`src/rtl/bsg_wait_after_reset_seq.sv`:
```
// Staged reset-release sequencer: after reset, releases els_p ready enables one at a time.
// Optional macro BSG_WAIT_AFTER_RESET_SEQ_ACK_EN gates each later stage on the previous stage's ack_i bit.
module bsg_wait_after_reset_seq #(
  parameter  int els_p            = 4,
  parameter  int wait_cycles_p    = 31,
  parameter  int stagger_cycles_p = 8,
  localparam int stage_width_lp   = ($clog2(els_p+1) < 1) ? 1 : $clog2(els_p+1),
  localparam int max_cycles_lp    = (wait_cycles_p > stagger_cycles_p) ? wait_cycles_p : stagger_cycles_p,
  localparam int ctr_width_lp     = ($clog2(max_cycles_lp+1) < 1) ? 1 : $clog2(max_cycles_lp+1)
) (
  input  logic                      clk_i,
  input  logic                      reset_i,
  input  logic                      restart_i,
  input  logic [els_p-1:0]          ack_i,
  output logic [els_p-1:0]          ready_r_o,
  output logic                      all_ready_r_o,
  output logic [stage_width_lp-1:0] stage_r_o
);

  typedef enum logic [1:0] {
    eWait    = 2'd0,
    eStagger = 2'd1,
    eAck     = 2'd2,
    eDone    = 2'd3
  } state_e;

  localparam logic [ctr_width_lp-1:0]   wait_load_lp    = ctr_width_lp'(wait_cycles_p - 1);
  localparam logic [ctr_width_lp-1:0]   stagger_load_lp = ctr_width_lp'(stagger_cycles_p - 1);
  localparam logic [stage_width_lp-1:0] last_idx_lp     = stage_width_lp'(els_p);

  state_e                    state_r, state_n;
  logic [ctr_width_lp-1:0]   ctr_r, ctr_n;
  logic [stage_width_lp-1:0] idx_r, idx_n;
  logic [els_p-1:0]          ready_r, ready_n;
  logic                      all_r, all_n;
  logic                      ack_sel;

`ifdef BSG_WAIT_AFTER_RESET_SEQ_ACK_EN
  // ack_i[idx_r-1] belongs to the most recently released stage
  always_comb begin
    ack_sel = 1'b0;
    for (int i = 0; i < els_p; i++) begin
      if (stage_width_lp'(i+1) == idx_r) ack_sel = ack_i[i];
    end
  end
`else
  logic unused_ack;
  assign unused_ack = ^ack_i;
  assign ack_sel    = 1'b0;
`endif

  always_comb begin
    state_n = state_r;
    ctr_n   = ctr_r;
    idx_n   = idx_r;
    ready_n = ready_r;

    unique case (state_r)
      eWait: begin
        if (ctr_r == '0) begin
          ready_n[0] = 1'b1;
          idx_n      = stage_width_lp'(1);
          if (els_p == 1) begin
            state_n = eDone;
          end else begin
`ifdef BSG_WAIT_AFTER_RESET_SEQ_ACK_EN
            state_n = eAck;
`else
            state_n = eStagger;
            ctr_n   = stagger_load_lp;
`endif
          end
        end else begin
          ctr_n = ctr_r - ctr_width_lp'(1);
        end
      end

      eStagger: begin
        if (ctr_r == '0) begin
          for (int i = 0; i < els_p; i++) begin
            if (stage_width_lp'(i) == idx_r) ready_n[i] = 1'b1;
          end
          idx_n = idx_r + stage_width_lp'(1);
          if (idx_n == last_idx_lp) begin
            state_n = eDone;
          end else begin
`ifdef BSG_WAIT_AFTER_RESET_SEQ_ACK_EN
            state_n = eAck;
`else
            ctr_n   = stagger_load_lp;
`endif
          end
        end else begin
          ctr_n = ctr_r - ctr_width_lp'(1);
        end
      end

      eAck: begin
        // no timeout: the handoff stalls until the previous stage acknowledges
        if (ack_sel) begin
          ctr_n   = stagger_load_lp;
          state_n = eStagger;
        end
      end

      eDone: begin
      end

      default: begin
        state_n = eWait;
        ctr_n   = wait_load_lp;
      end
    endcase

    all_n = ready_n[els_p-1];
  end

  // restart is a soft alias of reset, so asserting both has no extra effect
  always_ff @(posedge clk_i) begin
    if (reset_i | restart_i) begin
      state_r <= eWait;
      ctr_r   <= wait_load_lp;
      idx_r   <= '0;
      ready_r <= '0;
      all_r   <= 1'b0;
    end else begin
      state_r <= state_n;
      ctr_r   <= ctr_n;
      idx_r   <= idx_n;
      ready_r <= ready_n;
      all_r   <= all_n;
    end
  end

  assign ready_r_o     = ready_r;
  assign all_ready_r_o = all_r;
  assign stage_r_o     = idx_r;

endmodule

```
`config.mk`:
```
export PLATFORM = sky130hd
export DESIGN_NAME = bsg_wait_after_reset_seq
export DESIGN_NICKNAME = d
export VERILOG_FILES = /design/src/rtl/bsg_wait_after_reset_seq.sv
export SDC_FILE = /design/constraint.sdc
export NUM_CORES = 1
export LEC_CHECK = 0
export ABC_AREA = 1
export CAP_MARGIN = 20
export CORE_MARGIN = 10
export CORE_UTILIZATION = 48
export DETAILED_ROUTE_END_ITERATION = 10
export PLACE_DENSITY = 0.72
export SLEW_MARGIN = 20
export SYNTH_ARGS = -nofsm -noshare
export SYNTH_HDL_FRONTEND = slang
export SYNTH_SLANG_ARGS = --single-unit
```
`constraint.sdc`:
```
create_clock -name clk_i -period 2.35 [get_ports clk_i]
set_clock_uncertainty 0.2 [all_clocks]
set_input_delay 0.235 -clock clk_i [delete_from_list [all_inputs] [get_ports clk_i]]
set_output_delay 0.235 -clock clk_i [all_outputs]
set_load 0.02 [all_outputs]
```
After elaboration in Yosys (flattened, before gate mapping)
Index checks and enable logic that the tools add are counted.
Storage, ports and cells
  register bits: 14
  bits of input ports: 7
  output and inout bits: 8
  logic and storage cells: 46
Operators by class
  add/subtract/negate cells: 2
  equal/unequal tests: 10
  multiplexer cells: 15
  bitwise gates (word level): 1
  reductions and logical operators: 11
Operators by type and width (number)
  $mux 5: 3
  $reduce_and 3->1: 4
  $pmux 5 s2: 1
  $ne 2x2->1 const B: 4
  $reduce_and 4->1: 2
  $eq 2x3->1 const A: 2
  $mux 2: 3
  $mux 3: 2
  $pmux 3 s2: 1
  $logic_not 5->1: 1
  $sub 5x1->5 const B: 1
  $pmux 2 s2: 1
  $add 3x1->3 const B: 1
  $eq 1x3->1 const A: 1
  $eq 3x3->1 const B: 1
  $logic_not 3->1: 1
  $mux 1: 3
  $ne 3x3->1 const B: 1
  $eq 2x1->1 const B: 1
  $logic_not 2->1: 1
  $pmux 1 s2: 1
  $reduce_and 2->1: 1
  $reduce_bool 2->1: 1
  $or 1x1->1: 1

Logic depth before layout (Yosys ltp)
  depth in word-level cells: 5
  gate-level depth with buffers: 7
  depth with buffers taken out: 7

Worst setup path after synthesis
OpenSTA, ideal clock, no wires.
  path type: register to register
  from: register idx_r[1] (netlist: stage_r_o[1])
  to: register ctr_r[2]
  library setup time: 0.135 ns
  arrival time: 1.219 ns
  data required time: 2.015 ns
  path slack: 0.797 ns
  cell stages (with the launch flop): 8
  buffers on the path: 0
  clock period less this slack: 1.553 ns
  cells stage by stage: dfxtp_1 -> ha_1 -> ha_1 -> nand4_1 -> nand2_1 -> nand2_2 -> nand2_1 -> nand3_1
On the way
  cells in the longest elaborated chain, start to end: 4
Ends and longest elaborated chain
  start, declared: line 33  | logic [stage_width_lp-1:0] idx_r, idx_n;
  start signal, assigned: line 129  | idx_r <= idx_n;
  $add 3x1->3: line 83  | idx_n = idx_r + stage_width_lp'(1);
  $eq 3x3->1: line 84  | if (idx_n == last_idx_lp) begin
  $ne 3x3->1 (no source line)
  $reduce_and 2->1 (no source line)
  end signal, assigned: line 122  | ctr_r <= wait_load_lp;
  end signal, assigned: line 128  | ctr_r <= ctr_n;
  end, declared: line 32  | logic [ctr_width_lp-1:0] ctr_r, ctr_n;
No other way between the ends.
A chain may end at the register's enable or synchronous reset.

Worst setup path after layout
  from: register idx_r[0] (netlist: stage_r_o[0])
  to: output stage_r_o[0]
RTL lines
  end, declared: line 17  | output logic [stage_width_lp-1:0] stage_r_o
No word-level cell between the ends.

==> impl_metrics.env <==
export IMPL_hpwl_mm=1.11
export IMPL_gp_congestion=0.800
export IMPL_synth_xor_area_share_pct=1.18
export IMPL_ir_worst_vdd_mv=0.333
export IMPL_cp_buffers_inverters=1
export IMPL_synth_nets=110
export IMPL_synth_top_family_by_area="simple AND/OR/NAND/NOR gates"
export IMPL_nets=125
export IMPL_die_y_um=59.4
export IMPL_port_buffers=10
export IMPL_max_slew_worst_pin_slew_ns=0.270
export IMPL_routedWlPerCell_um=11.6
export IMPL_seq_area_frac_synth_pct=37.6
export IMPL_max_slew_margin_pct=82.0
export IMPL_critical_path_class="flip-flop to output pin"
export IMPL_setup_violations_final=0
export IMPL_grt_overflow_total=0
export IMPL_rsz0062_at_grt="false"
export IMPL_wl_mm=1.46
export IMPL_cts_root_buf="clkbuf_4"
export IMPL_layout_common_cells="17 x nand2_1, 16 x inv_1, 14 x dfxtp_1"
export IMPL_grt_usage_pct=9.50
export IMPL_detail_route_antenna_nets=0
export IMPL_drt_iter0_markers=14
export IMPL_finalCriticalPeriod_ns=1.77
export IMPL_antenna_found_initial=0
export IMPL_holdBufCountCts=0
export IMPL_synthMuxAreaShare_pct=0
export IMPL_cts_path_max_buffers=2
export IMPL_die_x_um=59.4
export IMPL_via_count=630
export IMPL_grt_pass1_vias=625
export IMPL_cts_tree="done"
export IMPL_post_cts_buffers=0
export IMPL_power_density_nw_per_um2=484
export IMPL_coreArea_sq_um=1490
export IMPL_cts_resized=0
export IMPL_hold_violations=0
export IMPL_crit_required_ns=1.91
export IMPL_synthAdderAreaFrac_pct=11.8
export IMPL_grt_pass1_wl_mm=2.63
export IMPL_synthSimpleGateAreaFrac_pct=32.4
export IMPL_layout_commonest_cell="nand2_1"
export IMPL_crit_path_start_kind="flip-flop"
export IMPL_slowest_delay_ns=0.64
export IMPL_syn2layout_area_growth_pct=21.0
export IMPL_end_kind="output pin"
export IMPL_dieArea_sq_um=3530
export IMPL_dpl_cell_area_sq_um=865
export IMPL_h_tree_depth=1
export IMPL_hold_class="flip-flop to flip-flop"
export IMPL_cpMaxStageDelayCell="clkdlybuf4s50_1"
export IMPL_start_util_pct=50.0
export IMPL_viasPerCell=5.00
export IMPL_min_period_over_period_pct=75.5
export IMPL_yosys_warnings=0
export IMPL_avgSynthCellArea_sq_um=7.75
export IMPL_path_delay_family="buffers and inverters"
export IMPL_stdcell_area_sq_um=901
export IMPL_cts_sinks=14
export IMPL_synth_area_sq_um=744
export IMPL_ys_types=19
export IMPL_first_pass_iters=4
export IMPL_clock_latency_ns=0.28
export IMPL_max_cap_violations=0
export IMPL_grt_max_degree=9
export IMPL_fin_tns_setup_ns=0
export IMPL_status="finished clean"
export IMPL_syn_inst=96
export IMPL_layout_drive_gt1_share_pct=10.9
export IMPL_rows=14
export IMPL_fmax_mhz=564
export IMPL_io_pins=15
export IMPL_synth_compound_area_share_pct=7.39
export IMPL_crit_chain="clkdlybuf4s50_1"
export IMPL_cts_buffers=3
export IMPL_drv_slew=0
export IMPL_drcViolationCount=0
export IMPL_p_leak_nw=0.414
export IMPL_cp_arrival_ns=1.34
export IMPL_path_clk_slew_ns=0.08
export IMPL_diodes=0
export IMPL_cp_max_fo=5
export IMPL_ys_ff_latch=14
## cell families after synthesis
family,Yosys count
AOI/OAI and AO/OA,10
xor gates and xnor gates,1
adders and majority gates,7
buffers and inverters,18
DFF,14
and+or+nand+nor,46
## sequential cells by signal (all words and copies together), names as in the netlist
register,flops
ctr_r,5
ready_r_o,4
stage_r_o,3
state_r,2
## stage by stage
stage	util [%]	power [mW]	setup slack [ns]	cells	hold WS, ns
final	60.5	0.436	0.576	126	0.257
after global routing	60.5	0.457	0.525	126	0.296
after global placement	58.1	0.270	0.807	122	0.239
after CTS	60.5	0.440	0.568	126	0.262
after floorplan	-	0.262	0.797	96	0.213
after detailed placement	58.1	0.270	0.778	122	0.244
## synthesized netlist by cell type
| master | instances | area share (%) |
|---|---|---|
| nand2_1 | 17 | 8.6 |
| nand4_2 | 1 | 1.7 |
| nand3_1 | 10 | 6.7 |
| ha_1 | 7 | 12 |
| a21oi_1 | 8 | 5.4 |
| buf_4 | 1 | 1.0 |
| nor2_2 | 1 | 0.84 |
| o211ai_1 | 1 | 1.0 |
| inv_1 | 16 | 8.1 |
| nand2_2 | 1 | 0.84 |
| inv_2 | 1 | 0.50 |
| nand3_4 | 1 | 2.4 |
| nor2_1 | 11 | 5.5 |
| xor2_1 | 1 | 1.2 |
| nand4_1 | 2 | 1.7 |
| nor2_4 | 1 | 1.5 |
| dfxtp_1 | 14 | 38 |
| nor2_8 | 1 | 2.7 |
| o21a_1 | 1 | 1.0 |
## area by class of cell
class                      instances  area, sq um
fill                             119          588
timing repair buffer              11          108
tap                               16         20.0
clock buffer                       4         36.3
inverter                          17         63.8
sequential                        14          280
multi-input combinational         64          393
## path summary, 6_finish.rpt
path	cells after the start	slack [ns]	start	end
setup / recovery	1	0.58	stage_r_o[0]$_SDFFE_PP0P_	stage_r_o[0]
hold reg to reg	2	0.26	ready_r_o[2]$_SDFFE_PP0P_	ready_r_o[2]$_SDFFE_PP0P_
hold / removal	2	0.26	ready_r_o[2]$_SDFFE_PP0P_	ready_r_o[2]$_SDFFE_PP0P_
setup reg to reg	7	0.76	ctr_r[0]$_SDFFE_PP0P_	ctr_r[4]$_SDFFE_PP1P_
## metal layers
| metal | GRT usage, % | wire [um] | part of all wire [%] | vias to the layer above |
|---|---|---|---|---|
| met5 | 0 | 0 | 0 | - |
| li1 | - | - | - | 330 |
| met1 | 10.5 | 661 | 45 | 287 |
| met4 | 4.92 | 23 | 1.6 | 0 |
| met3 | 3.22 | 68 | 4.7 | 4 |
| met2 | 15.6 | 703 | 48 | 9 |
## power by group
group / switching (mW) / internal [mW] / total (mW)
Clock: 0.0774 / 0.0942 / 0.172
Combinational: 0.0123 / 0.00958 / 0.0219
Sequential: 0.00256 / 0.240 / 0.242
Total: 0.0923 / 0.344 / 0.436
Note: power is estimated with default switching activity, not from simulation.
